$ cat config.mk
export PLATFORM = sky130hd
export DESIGN_NAME = draw_image
export DESIGN_NICKNAME = d
export VERILOG_FILES = /design/src/rtl/draw_image_pkg.sv /design/src/rtl/vga_delay.sv /design/src/rtl/draw_image.sv
export SDC_FILE = /design/constraint.sdc
export NUM_CORES = 1
export LEC_CHECK = 0
export ABC_AREA = 1
export BUFFER_PORTS_ARGS = -buffer_cell sky130_fd_sc_hd__buf_2
export CORE_UTILIZATION = 50
export DETAILED_ROUTE_END_ITERATION = 8
export PLACE_DENSITY = 0.78
export SLEW_MARGIN = 10
export SYNTH_ARGS = -nofsm -noshare
export SYNTH_HDL_FRONTEND = slang
export SYNTH_HIERARCHICAL = 1
export SYNTH_SLANG_ARGS = --single-unit
$ cat constraint.sdc
create_clock -name clk -period 2.62 [get_ports clk]
set_input_delay 0.262 -clock clk [delete_from_list [all_inputs] [get_ports clk]]
set_output_delay 0.262 -clock clk [all_outputs]
set_load 0.05 [all_outputs]
$ cat src/rtl/draw_image_pkg.sv
// ============================================================================
// Module      : draw_image_pkg
// Description : Shared constants and the position-update state type for draw_image.
// Revision    : 1.0
// ============================================================================
`default_nettype none

package draw_image_pkg;

  localparam int IMG_W_MAX = 128;
  localparam int IMG_H_MAX = 256;
  localparam int ROM_AW    = 15;

  localparam logic [11:0] TRANSPARENT_KEY = 12'hF0F;

  localparam logic [0:0] ST_IDLE    = 1'b0;
  localparam logic [0:0] ST_PENDING = 1'b1;

  typedef enum logic [0:0] {
    POS_IDLE    = ST_IDLE,
    POS_PENDING = ST_PENDING
  } pos_state_e;

endpackage

`default_nettype wire

$ cat src/rtl/vga_delay.sv
// ============================================================================
// Module      : vga_delay
// Description : N-stage register delay line, W bits wide, synchronously cleared.
// Revision    : 1.0
// ============================================================================
`default_nettype none

module vga_delay #(
  parameter int N = 3,
  parameter int W = 1
) (
  input  logic         clk,
  input  logic         rst,
  input  logic [W-1:0] data_i,
  output logic [W-1:0] data_o
);

  logic [N-1:0][W-1:0] stage_q;

  always_ff @(posedge clk) begin
    if (rst) begin
      stage_q <= '0;
    end else begin
      stage_q[0] <= data_i;
      for (int i = 1; i < N; i++) begin
        stage_q[i] <= stage_q[i-1];
      end
    end
  end

  assign data_o = stage_q[N-1];

endmodule

`default_nettype wire

$ cat src/rtl/draw_image.sv
// ============================================================================
// Module      : draw_image
// Description : Overlays an IMG_W x IMG_H ROM image on a VGA stream, 3-clk latency.
//               DRAW_IMAGE_TRANSPARENCY_EN: ROM pixels equal to TRANSPARENT_KEY
//               show the background instead.
// Revision    : 1.0
// ============================================================================
`default_nettype none

module draw_image
  import draw_image_pkg::*;
#(
  parameter int IMG_W = 128,
  parameter int IMG_H = 256
) (
  input  logic              clk,
  input  logic              rst,
  input  logic [11:0]       xpos,
  input  logic [11:0]       ypos,
  input  logic              pos_valid,
  input  logic [10:0]       vcount_in,
  input  logic              vsync_in,
  input  logic              vblnk_in,
  input  logic [10:0]       hcount_in,
  input  logic              hsync_in,
  input  logic              hblnk_in,
  input  logic [11:0]       rgb_in,
  output logic [ROM_AW-1:0] rom_address,
  input  logic [11:0]       rom_rgb,
  output logic [10:0]       vcount_out,
  output logic              vsync_out,
  output logic              vblnk_out,
  output logic [10:0]       hcount_out,
  output logic              hsync_out,
  output logic              hblnk_out,
  output logic [11:0]       rgb_out
);

  pos_state_e  state_q, state_d;
  logic [11:0] act_x_q, act_x_d, act_y_q, act_y_d;
  logic [11:0] pend_x_q, pend_x_d, pend_y_q, pend_y_d;
  logic        vblnk_prev_q;
  logic        w_vblnk_rise;

  assign w_vblnk_rise = vblnk_in & ~vblnk_prev_q;

  // act only moves on a vblank rising edge, so a frame never tears.
  always_comb begin
    state_d  = state_q;
    act_x_d  = act_x_q;
    act_y_d  = act_y_q;
    pend_x_d = pend_x_q;
    pend_y_d = pend_y_q;
    if (w_vblnk_rise && state_q == POS_PENDING) begin
      act_x_d = pend_x_q;
      act_y_d = pend_y_q;
    end
    if (pos_valid) begin
      pend_x_d = xpos;
      pend_y_d = ypos;
      state_d  = POS_PENDING;
    end else if (w_vblnk_rise) begin
      state_d  = POS_IDLE;
    end
  end

  always_ff @(posedge clk) begin
    if (rst) begin
      state_q      <= POS_IDLE;
      act_x_q      <= '0;
      act_y_q      <= '0;
      pend_x_q     <= '0;
      pend_y_q     <= '0;
      vblnk_prev_q <= 1'b0;
    end else begin
      state_q      <= state_d;
      act_x_q      <= act_x_d;
      act_y_q      <= act_y_d;
      pend_x_q     <= pend_x_d;
      pend_y_q     <= pend_y_d;
      vblnk_prev_q <= vblnk_in;
    end
  end

  // 13-bit window bounds: an image reaching past 4095 clips instead of wrapping.
  logic [12:0] w_h, w_v, w_x0, w_x1, w_y0, w_y1;
  logic        w_in_window;
  logic [6:0]  w_dx;
  logic [7:0]  w_dy;
  logic [ROM_AW-1:0] w_rom_addr;

  assign w_h  = {2'b00, hcount_in};
  assign w_v  = {2'b00, vcount_in};
  assign w_x0 = {1'b0, act_x_q};
  assign w_y0 = {1'b0, act_y_q};
  assign w_x1 = w_x0 + 13'(IMG_W - 1);
  assign w_y1 = w_y0 + 13'(IMG_H - 1);

  assign w_in_window = ~hblnk_in & ~vblnk_in &
                       (w_h >= w_x0) & (w_h <= w_x1) &
                       (w_v >= w_y0) & (w_v <= w_y1);

  assign w_dx       = w_h[6:0] - w_x0[6:0];
  assign w_dy       = w_v[7:0] - w_y0[7:0];
  assign w_rom_addr = w_in_window ? {w_dy, w_dx} : '0;

  logic [ROM_AW-1:0] rom_addr_q;
  logic              in_win1_q, in_win2_q;
  logic [11:0]       rgb_q;
  logic [11:0]       w_rgb_dly;
  logic              w_transparent;
  logic              w_use_rom;

`ifdef DRAW_IMAGE_TRANSPARENCY_EN
  assign w_transparent = (rom_rgb == TRANSPARENT_KEY);
`else
  assign w_transparent = 1'b0;
`endif

  assign w_use_rom = in_win2_q & ~w_transparent;

  always_ff @(posedge clk) begin
    if (rst) begin
      rom_addr_q <= '0;
      in_win1_q  <= 1'b0;
      in_win2_q  <= 1'b0;
      rgb_q      <= '0;
    end else begin
      rom_addr_q <= w_rom_addr;
      in_win1_q  <= w_in_window;
      in_win2_q  <= in_win1_q;
      rgb_q      <= w_use_rom ? rom_rgb : w_rgb_dly;
    end
  end

  assign rom_address = rom_addr_q;
  assign rgb_out     = rgb_q;

  vga_delay #(.N(3), .W(26)) u_timing_dly (
    .clk    (clk),
    .rst    (rst),
    .data_i ({vcount_in, vsync_in, vblnk_in, hcount_in, hsync_in, hblnk_in}),
    .data_o ({vcount_out, vsync_out, vblnk_out, hcount_out, hsync_out, hblnk_out})
  );

  vga_delay #(.N(2), .W(12)) u_rgb_dly (
    .clk    (clk),
    .rst    (rst),
    .data_i (rgb_in),
    .data_o (w_rgb_dly)
  );

endmodule

`default_nettype wire

Word-level counts from Yosys, hierarchy flattened. Index checks and enable logic that the tools add are counted.

Input port bits: 77. Logic and storage cells: 39. Register bits: 181. Output and inout bits: 53.

Add/sub/neg operators: 4. Reductions and logical operators: 3. Mux-type cells: 3. $lt $le $gt $ge: 4. Bitwise operators: 10.

Operators with widths (count): <= comparator 11 x 13 -> 1 bit (2); >= comparator 11 x 12 -> 1 bit (2); adder 12 x 7 -> 13 bit (second input constant) (1); adder 12 x 8 -> 13 bit (second input constant) (1); two-way mux 12 bit (1); subtractor 8 bit (1); subtractor 7 bit (1); AND 1 bit (6); inverter 1 bit (4); two-way mux 1 bit (2); nonzero test 2 bit (1); OR reduction 2 bit (1); logical AND 1 bit (1).

Depth between registers and ports, before layout. Gate-level depths: netlist (run 1).

Word-level depth: 8. Depth in mapped cells: 19. Mapped depth without buffers: 18.

Cells and area by module. The synthesis (run 1) kept the hierarchy.

Modules (own cells, without submodules): draw_image (seq. area each 1581.5 sq um, cells each 594, area an instance 4471.8 sq um, instances 1); vga_delay at u_timing_dly (seq. area each 1561.5 sq um, cells each 269, area an instance 2412.3 sq um, instances 1); vga_delay at u_rgb_dly (seq. area each 480.5 sq um, cells each 86, area an instance 773.2 sq um, instances 1).

Worst setup path after synthesis (run 1). No wires, ideal clock.

Kind: register to register. Start point: register act_x_q[1]. End point: register rom_addr_q[5] (netlist: rom_address[5]). Stages on the path, launching flop included: 20. Setup time: 0.119 ns. Arrival: 2.340 ns. Buffers on the path: 1. Clock period less this slack: 2.459 ns. Slack: 0.161 ns. Data required time: 2.501 ns. Cell sequence: dfxtp_1 > inv_1 > ha_1 > nand3_1 > nor2_1 > a21oi_1 > nand3_1 > xor2_1 > ha_1 > nand2_1 > nor2_1 > nand3_1 > nor2_1 > nor2_1 > nand2_1 > nor2_1 > nand2_2 > nand3_4 > buf_6 > nor3_2.

Longest elaborated chain between the ends: 7. Elaborated cells on any way between the ends: 10. Classes of those cells: add/sub: 2; order compare: 2; bitwise: 5; reduce/logical: 1.

RTL lines: start, declared (RTL line draw_image.sv:40) `logic [11:0] act_x_q, act_x_d, act_y_q, act_y_d;`; start signal, assigned (RTL line draw_image.sv:77) `act_x_q <= act_x_d;`; adder 12 x 7 -> 13 bit / >= comparator 11 x 12 -> 1 bit (equally long branches) (RTL line draw_image.sv:96, draw_image.sv:100); <= comparator 11 x 13 -> 1 bit / AND 1 bit (equally long branches) (RTL line draw_image.sv:100, draw_image.sv:99); AND 1 bit (2 in a row) (RTL line draw_image.sv:100) `(w_h >= w_x0) & (w_h <= w_x1) &`; AND 1 bit (RTL line draw_image.sv:101) `(w_v >= w_y0) & (w_v <= w_y1);`; inverter 1 bit (no source line); OR reduction 2 bit (no source line); end signal, assigned (RTL line draw_image.sv:129) `rom_addr_q <= w_rom_addr;`; end, declared (RTL line draw_image.sv:107) `logic [ROM_AW-1:0] rom_addr_q;`.

Several ways; a longest one is shown, not always the timed one. A chain may end at the register's enable or synchronous reset.

Worst setup path in the final report (run 1).
Start point: register act_x_q[1]. End point: register rom_addr_q[4] (netlist: rom_address[4]).

The elaborated chain is that of the path after synthesis.

==> results.sh, run 1 <==
export IMPL_die_width_microns=126
export IMPL_gr_total_overflow=0
export IMPL_cts_buffers=17
export IMPL_slew_headroom_pct=33.6
export IMPL_nets=1164
export IMPL_clock_fmax_mhz=419
export IMPL_first_iter_violations=290
export IMPL_worstPathRequired_ns=2.98
export IMPL_setup_viol=0
export IMPL_clk_insertion_delay_late_ns=0.43
export IMPL_hold_violations=0
export IMPL_grt_pass1_wl_microns=23600
export IMPL_worstSetupPathType="reg2reg"
export IMPL_synth_cells=949
export IMPL_num_rows=44
export IMPL_via_per_inst=4.58
export IMPL_status="completed"
export IMPL_synth_cell_area_sq_um=7660
export IMPL_critPathCaptureType="flip-flop"
export IMPL_cts_tree="built"
export IMPL_clock_sinks=181
export IMPL_drive_gt1_share_pct=21.3
export IMPL_start_util_pct=51.9
export IMPL_boundaryPins=130
export IMPL_drv_cap=0
export IMPL_fin_tns_setup_ns=0
export IMPL_antenna_found_initial=3
export IMPL_dp_slack_ns=0.00233
export IMPL_grt_pass1_vias=5217
export IMPL_ys_ff_latch=181
export IMPL_setup_slack_ns=0.233
export IMPL_cts_buffer_depth=2
export IMPL_min_delay_start="rgb_in[1]"
export IMPL_clkTransAtPathRegs_ns=0.07
export IMPL_syn_num_nets=1074
export IMPL_postSynthAreaPerCell_sq_um=8.07
export IMPL_finalCritPeriodShare_pct=91.1
export IMPL_hold_depth=3
export IMPL_crit_fanout=8
export IMPL_rsz0062_at_grt="yes"
export IMPL_synth_distinct_cells=31
export IMPL_drc=0
export IMPL_r2r_cells=18
export IMPL_fin_skew_ns=0.0146
export IMPL_drt_wl_total_microns=14400
export IMPL_cp_start_kind="flip-flop"
export IMPL_period_minus_slack_ns=2.39
export IMPL_slew_violations=0
export IMPL_htreeDepth=4
export IMPL_hold_buffers=0
export IMPL_timing_rr_start="act_x_q[1]"
export IMPL_vdd_ir_drop_max_uv=459
export IMPL_grt_usage_pct=18.8
export IMPL_vias=5667
export IMPL_drt_pass1_iter_count=6
export IMPL_numPortBuffers=129
export IMPL_coreArea_sq_um=14800
export IMPL_clock_root_buffer="clkbuf_16"
export IMPL_p_leak_nw=4.40
export IMPL_dieArea_sq_um=15800
export IMPL_startpoint="act_x_q[1]"
export IMPL_worstMarginPinSlew_ns=0.996
export IMPL_dp_hpwl_microns=10500
export IMPL_seq_area_frac_synth_pct=47.3
export IMPL_antenna_left=0
export IMPL_hold_path_class="in2reg"
export IMPL_p_per_area_nw_per_um2=718
export IMPL_grt_max_degree=106
export IMPL_wl_per_cell_microns=11.6
export IMPL_gp_congestion=0.824
export IMPL_area_delta_synth_final_pct=15.8
export IMPL_die_h_microns=126
export IMPL_crit_arrival_ns=2.75
export IMPL_yosysWarnings=6
## repair_timing
item | 4_1_cts | 5_1_grt
cloned | 0 | 1
pin swaps | 0 | 12
gates resized for setup | 1 | 29
buffers inserted | 0 | 2
endpoints found under the setup margin | 2 | 16
## flip-flops by register name, indices dropped and copies added (netlist names), 12 cells and up
signal / cells
act_x_q: 12
pend_y_q: 12
u_rgb_dly/data_o: 12
rom_address: 15
u_rgb_dly/stage_q: 12
rgb_out: 12
u_timing_dly/data_o: 26
act_y_q: 12
pend_x_q: 12
u_timing_dly/stage_q: 52
## synthesized netlist by cell type
cell | number | area (sq um)
nor4_1 | 1 | 6.26
buf_2 | 5 | 25.0
nand2_1 | 75 | 282
buf_12 | 1 | 20.0
nand3_4 | 1 | 17.5
nand3_1 | 9 | 45.0
o21a_1 | 2 | 15.0
nor3_1 | 12 | 60.1
nor2_2 | 5 | 31.3
xor2_1 | 23 | 201
a21o_1 | 1 | 7.51
ha_1 | 46 | 576
dfxtp_1 | 181 | 3620
clkbuf_1 | 17 | 63.8
a21oi_1 | 56 | 280
xnor2_1 | 3 | 26.3
buf_6 | 7 | 78.8
nor2_8 | 1 | 20.0
o21ai_1 | 2 | 10.0
a21boi_4 | 1 | 18.8
inv_2 | 6 | 22.5
o21ai_0 | 65 | 325
fa_1 | 2 | 40.0
nand4_1 | 8 | 50.1
nor3_2 | 11 | 110
buf_4 | 38 | 285
inv_1 | 161 | 604
nor2_4 | 1 | 11.3
nand2_2 | 3 | 18.8
nand3_2 | 2 | 20.0
nor2_1 | 203 | 762
## worst paths after layout
check	slack, ns	to
min reg2reg	0.40	u_timing_dly/stage_q[27]
min	0.03	u_rgb_dly/stage_q[1]
max reg2reg	0.23	rom_address[4]
max	0.23	rom_address[4]
## area by class of cell
type	count	area, sq um
Clock inverter	15	179
Multi-Input combinational cell	534	3060
Inverter	167	627
Timing Repair Buffer	138	716
Tap cell	184	230
Clock buffer	17	425
Antenna cell	2	5.00
Sequential cell	181	3630
Fill cell	1286	5890
## worst max-delay path, stage by stage, from the launching register on
cell	delay, ns
dfxtp_2	0.33
inv_2	0.07
buf_4	0.13
nand3_4	0.10
nor3_2	0.14
xor2_1	0.17
inv_1	0.06
ha_1	0.27
nand2_1	0.12
inv_1	0.05
a21oi_1	0.13
nand2_1	0.06
nand2_1	0.05
nand2_1	0.04
nand2_1	0.05
nand2_1	0.06
nand2_2	0.13
nand3_4	0.17
nor3_2	0.18
## cell usage in the layout (no fill, tap or decap), types with 16 or more instances in the layout
cell | synthesis | routed
ha_1 | 46 | 44
clkbuf_16 | 0 | 17
xor2_1 | 23 | 23
nor2_1 | 203 | 202
a21oi_1 | 56 | 54
inv_1 | 161 | 157
dfxtp_1 | 181 | 177
nor3_2 | 11 | 16
buf_2 | 5 | 128
o21ai_0 | 65 | 65
nand2_1 | 75 | 73
## power by group
part / switching (mW) / internal (mW)
registers: 0.0485 / 2.87
logic: 0.570 / 0.334
clock network: 1.18 / 1.37
total: 1.79 / 4.57
## kinds of logic after synthesis
family / count (synthesis) / share of synthesized area (%)
xor+xnor: 26 / 2.97
fa+ha+maj: 48 / 8.04
buf+inv: 235 / 14.4
compound gates: 127 / 8.58
flops: 181 / 47.3
simple gates: 332 / 18.7
## stage by stage
step / instance area, sq um / total power, mW / hold slack, ns / util (%) / cells
5_1_grt: 8860 / 6.68 / 0.0247 / 60.1 / 1237
3_5_place_dp: 8120 / 3.84 / 0.392 / 55.0 / 1201
2_1_floorplan: 7660 / 3.65 / 0.331 / - / 949
4_1_cts: 8720 / 6.37 / 0.0165 / 59.1 / 1233
3_3_place_gp: 8120 / 3.81 / 0.389 / 55.0 / 1201
6_report: 8870 / 6.37 / 0.0306 / 60.1 / 1238
## per-layer routing
metal	GRT usage [%]	vias to the layer above	wire length [microns]
met2	31.4	149	6530
met5	0	-	13
li1	-	3051	-
met4	6.24	2	136
met3	6.33	19	969
met1	22.9	2446	6730
Note: power is estimated with default switching activity, not from simulation.
==> run 2, diff against run 1 <==
--- a/config.mk
+++ b/config.mk
@@ -9,7 +9,7 @@
 export BUFFER_PORTS_ARGS = -buffer_cell sky130_fd_sc_hd__buf_2
 export CORE_UTILIZATION = 50
 export DETAILED_ROUTE_END_ITERATION = 8
-export PLACE_DENSITY = 0.78
+export PLACE_DENSITY = 0.75
 export SLEW_MARGIN = 10
 export SYNTH_ARGS = -nofsm -noshare
 export SYNTH_HDL_FRONTEND = slang
==> constraint.sdc (replaced) <==
create_clock -name clk -period 2.35 [get_ports clk]
set_input_delay 0.235 -clock clk [delete_from_list [all_inputs] [get_ports clk]]
set_output_delay 0.235 -clock clk [all_outputs]
set_load 0.05 [all_outputs]
==> results.sh, run 2 (synthesis results as in run 1) <==
export IMPL_status="complete, but fails checks"
export IMPL_violations="negative setup slack"
export IMPL_p_leak_nw=4.50
export IMPL_boundaryPins=130
export IMPL_insertedDiodeCount=0
export IMPL_grt_pass1_vias=5150
export IMPL_slew_headroom_pct=32.7
export IMPL_coreArea_sq_um=14800
export IMPL_dp_slack_ns=-0.161
export IMPL_period_minus_slack_ns=2.37
export IMPL_grt_use_met1_pct=23.5
export IMPL_via_per_inst=4.54
export IMPL_worstMarginPinSlew_ns=1.01
export IMPL_first_iter_violations=285
export IMPL_wl_per_cell_microns=11.3
export IMPL_setup_viol=5
export IMPL_htreeDepth=4
export IMPL_num_rows=44
export IMPL_final_cell_mix="200 x nor2_1, 175 x dfxtp_1, 157 x inv_1, 128 x buf_2, 73 x nand2_1"
export IMPL_drt_pass1_iter_count=4
export IMPL_cts_buffers=17
export IMPL_crit_fanout=8
export IMPL_drv_cap=0
export IMPL_clkTransAtPathRegs_ns=0.07
export IMPL_die_h_microns=126
export IMPL_dp_hpwl_microns=10300
export IMPL_worstPathRequired_ns=2.70
export IMPL_largest_reg_flops=52
export IMPL_die_width_microns=126
export IMPL_p_per_area_nw_per_um2=771
export IMPL_numPortBuffers=129
export IMPL_grt_max_degree=106
export IMPL_vias=5737
export IMPL_gr_total_overflow=0
export IMPL_hold_violations=0
export IMPL_drive_gt1_share_pct=23.0
export IMPL_crit_arrival_ns=2.72
export IMPL_vdd_ir_drop_max_uv=520
export IMPL_clock_sinks=181
export IMPL_use_met2_pct=29.7
export IMPL_nets=1191
export IMPL_layout_commonest_cell="nor2_1"
export IMPL_area_delta_synth_final_pct=18.6
export IMPL_use_met3_pct=5.95
export IMPL_drc=0
export IMPL_critPathCaptureType="flip-flop"
export IMPL_cts_tree="built"
export IMPL_cp_slowest_cell="dfxtp_2"
export IMPL_antenna_found_initial=1
export IMPL_finalCritPeriodShare_pct=101
export IMPL_clk_insertion_delay_late_ns=0.42
export IMPL_placed_cell_area_sq_um=8210
export IMPL_top_usage_layer="met2"
export IMPL_crit_chain="inv_2 > ha_4 > nand2_4 > nor2_4 > nand2_1 > xor2_1 > ha_1 > a21oi_2 > nor2_1 > nor3_2 > nand2_1 > a21boi_4 > nor2_4 > nor3_2"
export IMPL_hold_path_class="in2reg"
export IMPL_top_register="u_timing_dly/stage_q"
export IMPL_start_util_pct=51.9
export IMPL_grt_pass1_wl_microns=23400
export IMPL_crit_path_max_incr_delay_ns=0.33
export IMPL_dieArea_sq_um=15800
export IMPL_drt_wl_total_microns=14300
export IMPL_setup_slack_ns=-0.0192
export IMPL_fin_area_sq_um=9080
export IMPL_grt_usage_pct=18.6
export IMPL_cts_buffer_depth=2
export IMPL_fin_skew_ns=0.00882
export IMPL_clock_root_buffer="clkbuf_16"
export IMPL_gp_congestion=0.826
export IMPL_slew_violations=0
export IMPL_clock_fmax_mhz=422
export IMPL_antenna_left=0
export IMPL_rsz0062_at_grt="yes"
export IMPL_worstSetupPathType="reg2reg"
export IMPL_cp_start_kind="flip-flop"
run 2: cell types whose count changed in the layout (fill, tap and decap cells not counted), moves of 2 or more:
cell,delta
inv_6,-3
clkinvlp_4,+3
dfxtp_2,+2
dlygate4sd3_1,+8
nor2_2,+2
buf_6,+2
diode_2,-2
dfxtp_1,-2
clkinv_8,-2
nor3_1,-2
nor2_1,-2
buf_4,+16
inv_8,+2
run 2: power breakdown:
part	switching (mW)	leakage [nW]	total [mW]	internal (mW)
logic	0.655	2.74	1.08	0.425
clock network	1.26	0.270	2.67	1.41
registers	0.0548	1.49	3.26	3.20
run 2: worst paths after layout:
kind                                  end                     start  slack [ns]  cells past startpoint
hold reg to reg   u_timing_dly/data_o[11]  u_timing_dly/stage_q[37]        0.40                      2
hold / removal       u_rgb_dly/stage_q[8]                 rgb_in[8]        0.01                      3
setup reg to reg           rom_address[0]                act_y_q[0]       -0.02                     14
setup / recovery           rom_address[0]                act_y_q[0]       -0.02                     14
run 2: final cells by class:
class	count	area [sq um]
clock buffer	18	429
tap	184	230
timing repair buffer	164	938
fill	1309	5670
inverter	167	627
multi-input combinational	535	3090
clock inverter	14	135
sequential	181	3630
run 2: critical path: cells and delay by family (launching register included):
kind	cells	cell delay (ns)
flops	1	0.33
simple gates	8	0.86
fa+ha+maj	2	0.46
compound gates	2	0.42
xor+xnor	1	0.14
buf+inv	1	0.07
run 2: timing repair:
action                                  CTS  global route
cloned                                    2             0
hold endpoints to repair                  8             0
endpoints found under the setup margin   16            16
pin swaps                                23             4
resized for setup                        34             2
setup buffers                             6             3
hold buffers                              8             0
run 2: through the flow:
stage	std cells	power [mW]	TNS, ns	utilization [%]	hold slack, ns
floorplan	949	4.07	0	-	0.304
global placement	1212	4.26	-0.255	55.7	0.388
detailed placement	1212	4.29	-1.71	55.7	0.392
CTS	1260	7.05	-0.158	61.4	0.000146
global route	1263	7.34	-2.64	61.6	0.00140
finish	1263	7.01	-0.0554	61.6	0.0121
run 2: layer usage:
metal / vias up / part of all wire [%]
met2: 140 / 44
li1: 3107 / -
met3: 20 / 6.6
met5: - / 0.098
met4: 2 / 1.5
met1: 2468 / 48
==> run 3, diff against run 2 <==
--- a/config.mk
+++ b/config.mk
@@ -5,10 +5,11 @@
 export SDC_FILE = /design/constraint.sdc
 export NUM_CORES = 1
 export LEC_CHECK = 0
-export ABC_AREA = 1
 export BUFFER_PORTS_ARGS = -buffer_cell sky130_fd_sc_hd__buf_2
+export CAP_MARGIN = 20
 export CORE_UTILIZATION = 50
 export DETAILED_ROUTE_END_ITERATION = 8
+export GPL_TIMING_DRIVEN = 0
 export PLACE_DENSITY = 0.75
 export SLEW_MARGIN = 10
 export SYNTH_ARGS = -nofsm -noshare
==> results.sh, run 3 <==
export IMPL_status="complete, but fails checks"
export IMPL_wl_met1_microns=6400
export IMPL_synth_cells=740
export IMPL_multi_input_area_sq_um=3470
export IMPL_layout_commonest_cell="dfxtp_1"
export IMPL_critPathCaptureType="flip-flop"
export IMPL_die_width_microns=124
export IMPL_drc=0
export IMPL_synth_cell_area_sq_um=7420
export IMPL_worstPathRequired_ns=2.70
export IMPL_numPortBuffers=128
export IMPL_setup_slack_ns=-0.564
export IMPL_cp_start_kind="flip-flop"
export IMPL_die_h_microns=124
export IMPL_clock_sinks=181
export IMPL_violations="negative setup slack"
export IMPL_yosysTopAreaCell="dfxtp_1"
export IMPL_path_delay_family="simple AND/OR/NAND/NOR gates"
export IMPL_wl_per_cell_microns=13.5
export IMPL_period_minus_slack_ns=2.91
export IMPL_clk_insertion_delay_late_ns=0.42
export IMPL_rsz0062_at_grt="yes"
export IMPL_hold_path_class="in2reg"
export IMPL_slew_violations=0
export IMPL_register_area_sq_um=3650
export IMPL_setup_viol=16
export IMPL_num_rows=44
export IMPL_synth_edf_count=0
export IMPL_placed_cells=1052
export IMPL_final_cell_mix="172 x dfxtp_1, 134 x buf_2, 93 x nor2b_1, 54 x buf_4, 53 x nand2_1"
export IMPL_vdd_ir_drop_max_uv=502
export IMPL_slew_headroom_pct=53.0
export IMPL_area_delta_synth_final_pct=26.5
export IMPL_clkTransAtPathRegs_ns=0.07
export IMPL_fin_skew_ns=0.00866
export IMPL_postSynthAreaPerCell_sq_um=10.0
export IMPL_antenna_found_initial=1
export IMPL_ys_ff_latch=181
export IMPL_cts_tree="built"
export IMPL_finalCritPeriodShare_pct=124
export IMPL_worstSetupPathType="reg2reg"
export IMPL_syn_num_nets=865
export IMPL_reg2reg_slack_ns=-0.56
export IMPL_dieArea_sq_um=15300
export IMPL_synth_common_cells="181 x dfxtp_1, 93 x nor2b_1, 55 x nand2_1"
export IMPL_synth_distinct_cells=56
export IMPL_grt_pass1_vias=4958
export IMPL_gr_total_overflow=0
export IMPL_placed_cell_area_sq_um=8350
export IMPL_grt_max_degree=19
export IMPL_drt_wl_total_microns=14900
export IMPL_crit_fanout=5
export IMPL_drt_pass1_iter_count=4
export IMPL_p_per_area_nw_per_um2=735
export IMPL_crit_arrival_ns=3.26
export IMPL_coreArea_sq_um=14500
export IMPL_fin_area_sq_um=9380
export IMPL_power_total_mw=6.89
export IMPL_top_register="u_timing_dly/stage_q"
export IMPL_wl_met3_microns=897
export IMPL_insertedDiodeCount=0
export IMPL_top_layer="met5"
export IMPL_critPathBufInv=3
export IMPL_worstMarginPinSlew_ns=0.704
export IMPL_boundaryPins=130
export IMPL_cp_slowest_cell="a2111o_2"
export IMPL_clock_fmax_mhz=343
export IMPL_synthFlopType="dfxtp_1"
export IMPL_grt_usage_pct=20.3
export IMPL_largest_reg_flops=52
export IMPL_grt_pass1_wl_microns=23400
export IMPL_nets=1033
export IMPL_vias=5254
export IMPL_synth_top_area_share_pct=48.8
export IMPL_crit_path_max_incr_delay_ns=0.47
export IMPL_fill_cells=1217
export IMPL_synth_async_reset_ratio_pct=0
export IMPL_synth_most_common_cell="dfxtp_1"
export IMPL_p_leak_nw=4.16
export IMPL_gp_congestion=0.917
export IMPL_fin_cells=1105
export IMPL_htreeDepth=4
export IMPL_dp_hpwl_microns=10600
export IMPL_hold_violations=0
export IMPL_drive_gt1_share_pct=33.1
export IMPL_synth_area_leaders="dfxtp_1 49%, nor2b_1 7.8%, ha_1 7.8%"
export IMPL_dr_wl_met2_microns=7050
export IMPL_clock_root_buffer="clkbuf_16"
export IMPL_crit_chain="nor3_4 > and3_4 > nand3_4 > xnor2_2 > ha_1 > and4_4 > buf_6 > a211o_1 > a2111o_2 > buf_4 > buf_12 > nor3_2"
export IMPL_yosysWarnings=6
export IMPL_first_iter_violations=270
export IMPL_cts_buffer_depth=2
export IMPL_antenna_left=0
export IMPL_start_util_pct=51.1
export IMPL_via_per_inst=4.75
export IMPL_drv_cap=0
export IMPL_cts_buffers=17
export IMPL_seq_area_frac_synth_pct=48.8
## run 3: cell count changes after synthesis, moves of 18 or more
cell | before | now
nor2b_1 | 0 | 93
inv_1 | 161 | 32
mux2i_1 | 0 | 36
xor2_1 | 23 | 4
a21oi_1 | 56 | 37
xnor2_1 | 3 | 21
nor2_1 | 203 | 47
nand2_1 | 75 | 55
o21ai_0 | 65 | 13
## run 3: area by class of cell
class | instances | area share, %
multi-input cells | 460 | 37.0
clock buffers | 18 | 4.68
flip-flops and latches | 181 | 38.9
clock inverters | 14 | 1.95
well taps | 184 | 2.45
inverters | 32 | 1.31
plain buffers | 67 | 4.81
repair buffers | 149 | 8.92
## run 3: worst paths after layout
check / from / to / cells after the start
hold / removal: rgb_in[7] / u_rgb_dly/stage_q[7] / 2
setup reg to reg: act_y_q[4] / rom_address[0] / 12
setup / recovery: act_y_q[4] / rom_address[0] / 12
hold reg to reg: u_rgb_dly/stage_q[11] / u_rgb_dly/data_o[11] / 1
## run 3: through the flow
stage	utilization, %	setup WS [ns]	hold slack, ns	setup TNS (ns)
floorplan	-	-0.201	0.360	-2.59
detailed placement	57.4	-0.648	0.419	-9.40
finish	64.6	-0.564	0.0159	-8.48
global route	64.6	-0.637	0.0148	-9.76
CTS	63.8	-0.527	0.00107	-7.72
global placement	57.4	-0.630	0.413	-8.98
## run 3: layer usage
metal  track usage [%]  vias to the layer above
met3              5.95                       40
met5                 0                        -
li1                  -                     2748
met1              23.3                     2322
met2              34.0                      142
met4              10.5                        2
## run 3: where the power goes
part / internal (mW) / total [mW] / switching (mW)
Clock: 1.65 / 2.95 / 1.29
Combinational: 0.324 / 0.734 / 0.410
Sequential: 3.17 / 3.21 / 0.0396
## run 3: logic make-up (layout without fill, tap and decap cells)
kind of cell / after synthesis / after routing / synth area share [%]
xor+xnor: 25 / 25 / 2.95
mux: 36 / 36 / 4.86
simple gates: 271 / 271 / 20.7
flops: 181 / 181 / 48.8
fa+ha+maj: 48 / 48 / 8.30
compound gates: 80 / 80 / 6.83
buf+inv: 99 / 280 / 7.59
## run 3: timing repair
action | 4_1_cts | 5_1_grt
buffers inserted | 16 | 4
gates resized for setup | 37 | 14
cloned | 1 | 0
hold buffers | 0 | 0
pin swaps | 22 | 7
setup endpoints to repair | 16 | 16
